$ cat src/rtl/wrr_arbiter_ptr.sv
`default_nettype none
// ============================================================================
//  Module      : wrr_arbiter_ptr
//  Description : Weighted round-robin arbiter with rotating priority pointer,
//                per-requester credit counters and a registered, handshaked
//                grant. Optional burst lock: define WRR_ARB_PTR_LOCK_EN.
//  Revision    : 1.0 - initial release
// ============================================================================
module wrr_arbiter_ptr #(
    parameter int WIDTH        = 4,
    parameter int CREDIT_WIDTH = 4,
    parameter int TOTAL_WIDTH  = CREDIT_WIDTH * WIDTH,
    parameter int ID_WIDTH     = $clog2(WIDTH)
) (
    input  logic                   clk,
    input  logic                   rst,
    input  logic [TOTAL_WIDTH-1:0] credits,
    input  logic                   credit_load,
    input  logic [WIDTH-1:0]       req,
    input  logic                   accept,
`ifdef WRR_ARB_PTR_LOCK_EN
    input  logic                   lock,
`endif
    output logic [WIDTH-1:0]       grant,
    output logic [ID_WIDTH-1:0]    grant_id,
    output logic                   grant_valid,
    output logic [WIDTH-1:0]       credit_avail
);

    localparam logic [0:0]          c_IDLE      = 1'b0;
    localparam logic [0:0]          c_GRANT     = 1'b1;
    localparam logic [ID_WIDTH:0]   c_WIDTH_EXT = (ID_WIDTH+1)'(WIDTH);
    localparam logic [ID_WIDTH-1:0] c_LAST      = ID_WIDTH'(WIDTH - 1);

    logic [0:0]              r_state;
    logic [0:0]              w_state_nxt;
    logic [ID_WIDTH-1:0]     r_gidx;
    logic [ID_WIDTH-1:0]     w_gidx_nxt;
    logic [ID_WIDTH-1:0]     r_ptr;
    logic [ID_WIDTH-1:0]     w_ptr_nxt;
    logic [CREDIT_WIDTH-1:0] r_credit [WIDTH];
    logic [CREDIT_WIDTH-1:0] w_cfg    [WIDTH];
    logic [WIDTH-1:0]        w_cfg_nz;
    logic [WIDTH-1:0]        w_elig;
    logic                    w_found;
    logic [ID_WIDTH-1:0]     w_pick;
    logic [ID_WIDTH:0]       w_sum;
    logic [ID_WIDTH-1:0]     w_cand;
    logic [CREDIT_WIDTH-1:0] w_cur_credit;
    logic [CREDIT_WIDTH-1:0] w_dec;
    logic [ID_WIDTH-1:0]     w_gidx_inc;
    logic                    w_round_reload;
    logic                    w_consume;
    logic                    w_reload_all;
    logic                    w_lock;

`ifdef WRR_ARB_PTR_LOCK_EN
    assign w_lock = lock;
`else
    assign w_lock = 1'b0;
`endif

    genvar gi;
    generate
        for (gi = 0; gi < WIDTH; gi++) begin : g_field
            assign w_cfg[gi]        = credits[CREDIT_WIDTH*gi +: CREDIT_WIDTH];
            assign w_cfg_nz[gi]     = |w_cfg[gi];
            assign credit_avail[gi] = |r_credit[gi];
        end
    endgenerate

    assign w_elig         = req & credit_avail;
    assign w_cur_credit   = r_credit[r_gidx];
    assign w_dec          = (w_cur_credit == '0) ? '0 : w_cur_credit - 1'b1;
    assign w_gidx_inc     = (r_gidx == c_LAST) ? '0 : r_gidx + 1'b1;
    // Round reload only when nobody with credit is asking but a configured requester is.
    assign w_round_reload = (r_state == c_IDLE) && !(|w_elig) && (|(req & w_cfg_nz));
    assign w_consume      = (r_state == c_GRANT) && accept;
    assign w_reload_all   = rst || credit_load || w_round_reload;

    // First eligible requester at or above the pointer, wrapping modulo WIDTH.
    always_comb begin
        w_found = 1'b0;
        w_pick  = '0;
        w_sum   = '0;
        w_cand  = '0;
        for (int k = 0; k < WIDTH; k++) begin
            w_sum  = {1'b0, r_ptr} + (ID_WIDTH+1)'(k);
            w_cand = (w_sum >= c_WIDTH_EXT) ? ID_WIDTH'(w_sum - c_WIDTH_EXT)
                                            : ID_WIDTH'(w_sum);
            if (!w_found && w_elig[w_cand]) begin
                w_found = 1'b1;
                w_pick  = w_cand;
            end
        end
    end

    always_ff @(posedge clk) begin
        if (w_reload_all) begin
            for (int i = 0; i < WIDTH; i++) begin
                r_credit[i] <= w_cfg[i];
            end
        end else if (w_consume) begin
            r_credit[r_gidx] <= w_dec;
        end
    end

    always_ff @(posedge clk) begin
        if (rst) begin
            r_state <= c_IDLE;
            r_gidx  <= '0;
            r_ptr   <= '0;
        end else begin
            r_state <= w_state_nxt;
            r_gidx  <= w_gidx_nxt;
            r_ptr   <= w_ptr_nxt;
        end
    end

    always_comb begin
        w_state_nxt = r_state;
        w_gidx_nxt  = r_gidx;
        w_ptr_nxt   = r_ptr;
        case (r_state)
            c_IDLE: begin
                if (w_found) begin
                    w_state_nxt = c_GRANT;
                    w_gidx_nxt  = w_pick;
                end
            end
            c_GRANT: begin
                if (accept) begin
                    // A locked accept keeps the burst going; pointer moves only on release.
                    if (!w_lock) begin
                        w_state_nxt = c_IDLE;
                        w_ptr_nxt   = (w_dec != '0) ? r_gidx : w_gidx_inc;
                    end
                end else if (!req[r_gidx]) begin
                    w_state_nxt = c_IDLE;
                end
            end
            default: w_state_nxt = c_IDLE;
        endcase
    end

    always_comb begin
        grant       = '0;
        grant_id    = '0;
        grant_valid = (r_state == c_GRANT);
        if (r_state == c_GRANT) begin
            grant[r_gidx] = 1'b1;
            grant_id      = r_gidx;
        end
    end

endmodule
`default_nettype wire

$ cat config.mk
export PLATFORM = sky130hd
export DESIGN_NAME = wrr_arbiter_ptr
export DESIGN_NICKNAME = d
export VERILOG_FILES = /design/src/rtl/wrr_arbiter_ptr.sv
export SDC_FILE = /design/constraint.sdc
export NUM_CORES = 1
export LEC_CHECK = 0
export CORE_UTILIZATION = 45
export CTS_CLUSTER_DIAMETER = 120
export DETAILED_ROUTE_END_ITERATION = 8
export PLACE_DENSITY = 0.73
export RECOVER_POWER = 25
export SETUP_SLACK_MARGIN = 0.2
export SYNTH_ARGS = -nofsm -noshare
export SYNTH_HDL_FRONTEND = slang
export SYNTH_SLANG_ARGS = --single-unit
$ cat constraint.sdc
create_clock -name clk -period 2.7 [get_ports clk]
set_clock_uncertainty 0.15 [all_clocks]
set_input_delay 0.54 -clock clk [delete_from_list [all_inputs] [get_ports clk]]
set_output_delay 0.54 -clock clk [all_outputs]
set_load 0.005 [all_outputs]
---- Yosys cells after proc, flatten, opt, wreduce, memory -nomap -nowiden ----
Memories as Yosys holds them, arrays and structs flattened. A register that Yosys moved wholly into a read port is not among the register bits.
Cells that the tools add are included.
storage, ports and cells
  bits in registers ....................... 5
  memories kept ........................... 1
  output and inout bits ................... 11
  input port bits ......................... 24
  RAM bits ................................ 16
  word-level logic and storage cells ...... 98
memories
  name      words  width  rd ports  clocked after memory_dff  write ports  line  text
  r_credit  4      4      5         1                         4            41    logic [CREDIT_WIDTH-1:0] r_credit [WIDTH];
operators by class
  order comparisons ....................... 10
  reduce and logical (&&, ||, !) cells .... 28
  bitwise logic cells ..................... 3
  add/sub/neg operators ................... 9
  equality and inequality tests ........... 1
  muxes and demuxes ....................... 43
operators with widths
  kind                                                                   count
  4-bit OR reduction                                                     11
  2-bit two-way mux                                                      14
  1-bit two-way mux                                                      19
  2-bit by 3-bit < comparator with 1-bit output, second input constant   5
  4-bit two-way mux                                                      3
  1-bit binary-select mux with 2-bit select                              5
  3-bit >= comparator, second input constant                             3
  4-bit bitwise AND                                                      2
  2-bit by 1-bit subtractor with 2-bit output, second input constant     4
  1-bit logical AND                                                      7
  2-bit by 2-bit adder with 3-bit output, second input constant          2
  1-bit logical NOT                                                      4
  4-bit logical NOT                                                      1
  2-bit AND reduction                                                    2
  4-bit nonzero test                                                     1
  4-bit by 1-bit subtractor with 4-bit output, second input constant     1
  2-bit by 1-bit adder with 3-bit output, second input constant          1
  2-bit by 3-bit >= comparator with 1-bit output, second input constant  1
  2-bit by 1-bit adder with 2-bit output, second input constant          1
  1-bit demux with 2-bit select                                          1
  2-bit == test, second input constant                                   1
  2-bit by 1-bit >= comparator with 1-bit output, second input constant  1
  1-bit logical OR                                                       2
  1-bit one-hot mux with 2 select lines                                  1
  1-bit NOT                                                              1

---- Logic depth before layout (Yosys ltp) ----
Gate-level depths: netlist of the first run.
An unclocked memory read counts as a cell.
  word-level depth ........................ 18
  depth in mapped cells ................... 7
  gate-level depth less buffers ........... 5

---- Worst setup path after synthesis of the first run ----
Ideal clock, no wire load.
  kind .................................... input to register
  from .................................... input port rst
  to ...................................... memory r_credit[1][3] (data pin)
  arrival ................................. 1.872 ns
  setup time .............................. 0.260 ns
  stages on the path ...................... 6
  path buffers ............................ 3
  required time ........................... 2.290 ns
  setup slack ............................. 0.418 ns
  cells stage by stage .................... buf_6 or3_1 buf_6 or3_1 buf_6 mux2_4
RTL lines
  what         line  text
  from (decl)  16    input logic rst,
  to (decl)    41

==> metrics.txt, run 1 <==
clock period minus worst slack=2.50 ns; height of the die=59.5 um; fraction of power consumed by sequential logic=52.3%; GR Util All Layers=26.3%; setup repair after global routing missed its margin=yes; dominant synthesized flop cell=sky130_fd_sc_hd__edfxtp_1; Worst path slowest cell=sky130_fd_sc_hd__or4_1; initial antenna violation count=0; maxcap violations=0; share of total power in the clock network=18.9%; fraction of layout cells with a size suffix above 1=18.2%; number of standard cells after synthesis=141; worst hold slack after final layout=0.388 ns; cell chain of the critical path=or4_1, clkdlybuf4s50_1; Floorplan Core Area=3100 um2; post-DR vias/cell=6.06; clock sinks=23; number of optimization iterations in the first detailed-route pass=4; vias=1431; Syn. warnings=0; hold violation total from the final report=0; synthesized area=1490 um2; Logic pwr share=28.8%; via count of the first global-routing pass=1393; gp weighted congestion=0.885; DP Wirelength=3.36 mm; sw power=0.269 mW; number of enable flip-flop cells after synthesis=16; DRC=0; Worst Hold Class=reg -> reg; required time of the worst setup path=2.01 ns; kind of start point of the critical path=flop; DRT antenna net count=0; worst voltage drop across the vdd grid=262 uV; Final Max Tran Viols=0; flops & latches, synth=23; Sum Neg Setup Slack=0 ns; total of buffers placed on input and output ports=34; reported leakage power=0.716 nW; first-pass GRT wire length=6.89 mm; Filler Cells Inserted=258; Slew Limit Headroom=48.3%; Root Buffer Master=sky130_fd_sc_hd__clkbuf_4; number of hold buffers added after CTS=0; Crit Path Category=reg -> out; Synth cell types=38; top fanout value on the critical path=3; sequential cell area fraction in the yosys report=41.8%; Max stage delay on crit path=0.58 ns; per-cell routed wire length=17.9 um; IO Count=35; number of rows in the core area=20; Synth async-reset ratio=0%; power density over the cells=435 nW/um2; Reg area=626 um2; Ant. Diodes=0; nets in the synthesized netlist=169; remaining global-route overflow=0; transition time at the pin with the least slew margin=0.766 ns; total clock buffers created by CTS=3; largest net degree at the start of global routing=14; later-pin clock latency in the skew report=0.31 ns; synthesized area per cell=10.5 um2; outcome=complete, no violations; NumNets Final=221; Internal=0.597 mW; signed area change from the synthesized netlist to the final layout=34.0%; number of design-rule violations left by the first detailed-router iteration=79; kind of end point of the critical path=output port; clock tree from TritonCTS=done; switching share of power=31.1%; Initial Util=47.9%; CP top delay family=simple AND/OR/NAND/NOR gates; Max clock buf depth=2; period utilisation layout=92.4%; combined area of the multi-input logic cells=796 um2; Chip Width=59.5 um; number of buffer and inverter instances along the worst setup path=1; post-detailed-routing wire length=4.23 mm; Clk pin slew, worst setup/hold paths=0.13 ns; area enclosed by the die boundary=3530 um2; final count of negative-setup-slack endpoints=0; maximum clock frequency=0.401 GHz; crit path DAT=1.81 ns; number of H-tree levels=1
[area by class of cell]
cell class	count	area share (%)
Inverter	4	0.755
Tap cell	44	2.77
Clock buffer	4	1.32
Timing Repair Buffer	52	23.7
Sequential cell	23	31.4
Multi-Input combinational cell	109	40.0
[through the flow]
step                      setup WS (ns)  power [mW]  cell area (um2)  cells  util (%)
after floorplan                   0.418       0.577             1490    141         -
after global placement           0.0747       0.689             1940    228      62.4
after detailed placement         0.0709       0.699             1940    228      62.4
after CTS                         0.227       0.859             1970    232      63.3
after global routing              0.109       0.906             1990    236      64.1
final                             0.204       0.866             1990    236      64.1
[worst paths after layout]
kind,from,to,slack (ns),depth (start not counted)
hold reg to reg,grant_valid,r_ptr[1],0.39,2
hold / removal,grant_valid,r_ptr[1],0.39,2
setup / recovery,r_credit[3][0],credit_avail[3],0.20,2
setup reg to reg,r_credit[3][0],r_credit[2][2],0.28,5
[timing repair]
| action | 4_1_cts | 5_1_grt |
|---|---|---|
| gates resized for setup | 2 | 2 |
| setup buffers | 0 | 4 |
| setup endpoints to repair | 3 | 4 |
[cell families after synthesis]
| kind of cell | synth area share, % |
|---|---|
| and+or+nand+nor | 19.0 |
| muxes | 11.1 |
| adders and majority gates | 3.37 |
| buffers and inverters | 4.30 |
| DFF | 41.8 |
| AOI/OAI and AO/OA | 20.5 |
[worst min-delay path: stages, from the launching register on]
cell,delay (ns)
sky130_fd_sc_hd__dfxtp_1,0.35
sky130_fd_sc_hd__nand2_2,0.09
sky130_fd_sc_hd__a211oi_1,0.07
[layer usage]
layer / share of wire [%] / vias to the layer above / track usage, %
met5: 0 / - / 0
met4: 2.2 / 0 / 9.18
met3: 7.0 / 12 / 4.15
met2: 49 / 74 / 43.3
met1: 42 / 677 / 34.9
li1: - / 668 / -
[layout by cell type (no fill, tap or decap), drive strengths merged]
master | synthesis | layout
clkdlybuf4s25 | 0 | 1
a311oi | 1 | 1
buf | 4 | 16
ha | 4 | 4
clkbuf | 1 | 6
nor3b | 1 | 1
a2111o | 1 | 1
mux4 | 5 | 5
o21ai | 9 | 9
or3 | 3 | 3
o41a | 4 | 4
edfxtp | 16 | 16
or2 | 2 | 2
o22ai | 1 | 1
a211oi | 3 | 3
nor4 | 1 | 1
o21a | 1 | 1
mux2 | 4 | 4
o41ai | 6 | 6
a41oi | 1 | 1
a221oi | 1 | 1
dfxtp | 7 | 7
o31ai | 3 | 3
clkdlybuf4s50 | 0 | 32
a21oi | 11 | 11
nand3b | 2 | 2
nand2 | 16 | 16
nand2b | 1 | 1
nor3 | 6 | 6
and2 | 6 | 6
nor2 | 10 | 10
dlygate4sd3 | 0 | 1
or4 | 5 | 5
a31oi | 1 | 1
inv | 4 | 4
[sequential cells by signal, indices dropped and copies added (netlist names), named ones only]
| signal | flops |
|---|---|
| r_credit | 16 |
| r_gidx | 2 |
| r_ptr | 2 |
| grant_valid | 1 |
[Yosys cell counts, types with 2 or more instances]
master,instances,area [um2]
sky130_fd_sc_hd__o31ai_1,3,22.5
sky130_fd_sc_hd__mux2_4,2,30.0
sky130_fd_sc_hd__nand2_1,15,56.3
sky130_fd_sc_hd__buf_6,4,45.0
sky130_fd_sc_hd__nand3b_1,2,15.0
sky130_fd_sc_hd__mux2_2,2,22.5
sky130_fd_sc_hd__dfxtp_1,7,140
sky130_fd_sc_hd__nor3_2,2,20.0
sky130_fd_sc_hd__nor2_1,10,37.5
sky130_fd_sc_hd__ha_1,4,50.1
sky130_fd_sc_hd__a211oi_1,3,22.5
sky130_fd_sc_hd__inv_1,4,15.0
sky130_fd_sc_hd__a21oi_1,10,50.1
sky130_fd_sc_hd__or4_1,5,37.5
sky130_fd_sc_hd__and2_1,6,37.5
sky130_fd_sc_hd__or3_1,3,18.8
sky130_fd_sc_hd__nor3_1,4,20.0
sky130_fd_sc_hd__o41ai_1,6,52.6
sky130_fd_sc_hd__mux4_2,5,113
sky130_fd_sc_hd__o21ai_0,2,10.0
sky130_fd_sc_hd__o21ai_1,7,35.0
sky130_fd_sc_hd__o41a_1,4,45.0
sky130_fd_sc_hd__edfxtp_1,16,480
[power groups by stage]
stage | Clock, mW | Combinational, mW | Sequential [mW]
2_1_floorplan | 0 | 0.133 | 0.444
3_3_place_gp | 0 | 0.233 | 0.456
3_5_place_dp | 0 | 0.240 | 0.459
4_1_cts | 0.165 | 0.242 | 0.452
5_1_grt | 0.178 | 0.270 | 0.458
6_report | 0.164 | 0.250 | 0.453
(Power assumes the default switching activity.)
==> run 2: changes to the inputs <==
--- a/config.mk
+++ b/config.mk
@@ -6,4 +6,6 @@
 export NUM_CORES = 1
 export LEC_CHECK = 0
+export CAP_MARGIN = 20
+export CORE_MARGIN = 2
 export CORE_UTILIZATION = 45
 export CTS_CLUSTER_DIAMETER = 120
==> constraint.sdc (replaced) <==
create_clock -name clk -period 2.7 [get_ports clk]
set_clock_uncertainty 0.15 [all_clocks]
set_input_delay 0.27 -clock clk [delete_from_list [all_inputs] [get_ports clk]]
set_output_delay 0.27 -clock clk [all_outputs]
set_load 0.005 [all_outputs]
==> run 2 against run 1 <==
Against the previous run:
- final cell count decreased by 5.1%
- first-iteration DRC count is 24% higher
- combinational power decreased by 6%
- core utilization shrank 2.9 points
- flip-flop and latch count did not move
- cell area down 4.5%
- global-route usage shrank 2.8 points
- fmax up 4.9%
- sequential power is essentially flat
- clock power decreased by 8%
- sequential share of layout area rose by 1.2 points
- total power fell by 3.4%
- critical path type is now reg -> reg
==> metrics.txt, run 2 (synthesized netlist as in run 1, its figures left out) <==
initial antenna violation count=0 (unchanged); # Post-CTS Setup Buffers=0 (unchanged); worst flop-to-flop path startpoint=r_credit[2][0]; fraction of layout cells with a size suffix above 1=12.2% (-6.0 points); leading cell types in the layout, fill and taps excluded=32 x sky130_fd_sc_hd__clkdlybuf4s50_1, 16 x sky130_fd_sc_hd__edfxtp_1, 15 x sky130_fd_sc_hd__nand2_1; number of H-tree levels=1 (unchanged); Largest register FFs=16 (unchanged); number of design-rule violations left by the first detailed-router iteration=98 (+24%); remaining global-route overflow=0 (unchanged); GR Util All Layers=23.5% (-2.8 points); number of rows in the core area=20 (unchanged); setup repair after global routing missed its margin=no; maximum clock frequency=0.420 GHz (+4.9%); Sum Neg Setup Slack=0 ns (unchanged); number of hold buffers added after CTS=0 (unchanged); Cell Count, Final, Fillers Out=224 (-5.1%); final core occ=61.2% (-2.9 points); Ant. Diodes=0 (unchanged); largest net degree at the start of global routing=14 (unchanged); maxcap violations=0 (unchanged); height of the die=61.5 um (+3.4%); Max stage delay on crit path=0.52 ns (-0.06 ns); Worst Hold Launch=grant_valid; hold path endpoint=r_ptr[1]; DRC=0 (unchanged); total clock buffers created by CTS=3 (unchanged); CTS-repair resized insts=0 (-2); signed area change from the synthesized netlist to the final layout=27.9%; cell chain of the critical path=o41a_1, nor4_1, a211oi_1, buf_4, o31ai_1; most common cell after layout, fill and taps aside=sky130_fd_sc_hd__clkdlybuf4s50_1; kind of start point of the critical path=flop; IO Count=35 (unchanged); kind of end point of the critical path=flop; Slew Limit Headroom=48.1% (-0.19 points); via count of the first global-routing pass=1331 (-4.5%); DRT antenna net count=0 (unchanged); per-cell routed wire length=17.5 um (-2.6%); NumNets Final=209 (-5.4%); later-pin clock latency in the skew report=0.30 ns (about the same); number of placed instances, taps included=220 (-3.5%); clock sinks=23 (unchanged); total of buffers placed on input and output ports=34 (unchanged); Floorplan Core Area=3100 um2 (unchanged); transition time at the pin with the least slew margin=0.769 ns (+0.00276 ns); hold violation total from the final report=0 (unchanged); post-placement worst setup slack=0.184 ns (+0.113 ns); Root Buffer Master=sky130_fd_sc_hd__clkbuf_4; Worst path slowest cell=sky130_fd_sc_hd__o41a_1; Worst Reg2Reg Path Length in Cells=5 (unchanged); post-detailed-routing wire length=3.91 mm (-7.5%); DP Wirelength=3.07 mm (-8.6%); required time of the worst setup path=2.50 ns (+0.49 ns); reported leakage power=0.656 nW (-8.3%); gp weighted congestion=0.948 (+7.1%); Max clock buf depth=2 (unchanged); period utilisation layout=88.1% (-4.3 points); Crit Reg-Reg Endpoint=r_credit[3][2]; Final Max Tran Viols=0 (unchanged); Layout Cell Area excl Fill=1900 um2 (-4.5%); worst hold slack after final layout=0.382 ns (-0.00677 ns); power density over the cells=441 nW/um2 (+1.2%); flop2flop setup slack=0.32 ns (+0.04 ns); number of optimization iterations in the first detailed-route pass=4 (unchanged); Initial Util=47.9% (unchanged); crit path DAT=2.18 ns (+0.37 ns); Crit Path Category=reg -> reg; Clk pin slew, worst setup/hold paths=0.12 ns (about the same); clock tree from TritonCTS=done; Reg with most FFs=r_credit; vias=1334 (-6.8%); Worst Hold Class=reg -> reg; number of cells traversed by the worst hold path=2 (unchanged); worst-case setup margin in the final layout=0.320 ns (+0.116 ns); largest registers=r_credit (16), r_gidx (2), r_ptr (2); clock period minus worst slack=2.38 ns (-0.116 ns); top fanout value on the critical path=4 (+1); worst voltage drop across the vdd grid=160 uV (-39%); total placed instance area=1880 um2 (-3.1%); final count of negative-setup-slack endpoints=0 (unchanged); post-DR vias/cell=5.96 (-1.8%); area enclosed by the die boundary=3780 um2 (+6.8%); Final Total Pwr=0.837 mW (-3.4%); Chip Width=61.5 um (+3.4%); outcome=complete, no violations; first-pass GRT wire length=6.15 mm (-11%)
## run 2: worst max-delay path by stage
stage | from | end | slack [ns]
finish | r_credit[2][0] | r_credit[3][2] | 0.32
floorplan | r_credit[2][0] | r_credit[3][0] | 0.62
global route | r_credit[2][0] | r_credit[3][3] | 0.20
global placement | credits[1] | r_credit[3][3] | 0.20
CTS | r_credit[2][0] | r_credit[3][1] | 0.32
detailed placement | accept | r_credit[2][3] | 0.18
## run 2: final cells by class
type | instances | area, um2
Multi-Input combinational cell | 109 | 801
Sequential cell | 23 | 621
Tap cell | 44 | 55.1
Fill cell | 292 | 1200
Inverter | 4 | 15.0
Timing Repair Buffer | 40 | 382
Clock buffer | 4 | 26.3
## run 2: critical path: cells and delay by family (launching register included)
kind | cells | cell delay (ns)
AO/OA/AOI/OAI | 3 | 0.81
buffers and inverters | 1 | 0.18
flip-flops | 1 | 0.44
AND/OR/NAND/NOR | 1 | 0.45
## run 2: metal layers
metal | share of wire [%] | track usage (%)
met1 | 39 | 29.0
met2 | 49 | 40.0
met3 | 9.3 | 4.83
met4 | 1.7 | 9.73
met5 | 0 | 0
## run 2: power by group
part | switching (mW) | internal (mW) | total, mW
combinational | 0.119 | 0.116 | 0.235
sequential | 0.0392 | 0.411 | 0.451
clock | 0.0936 | 0.0575 | 0.151
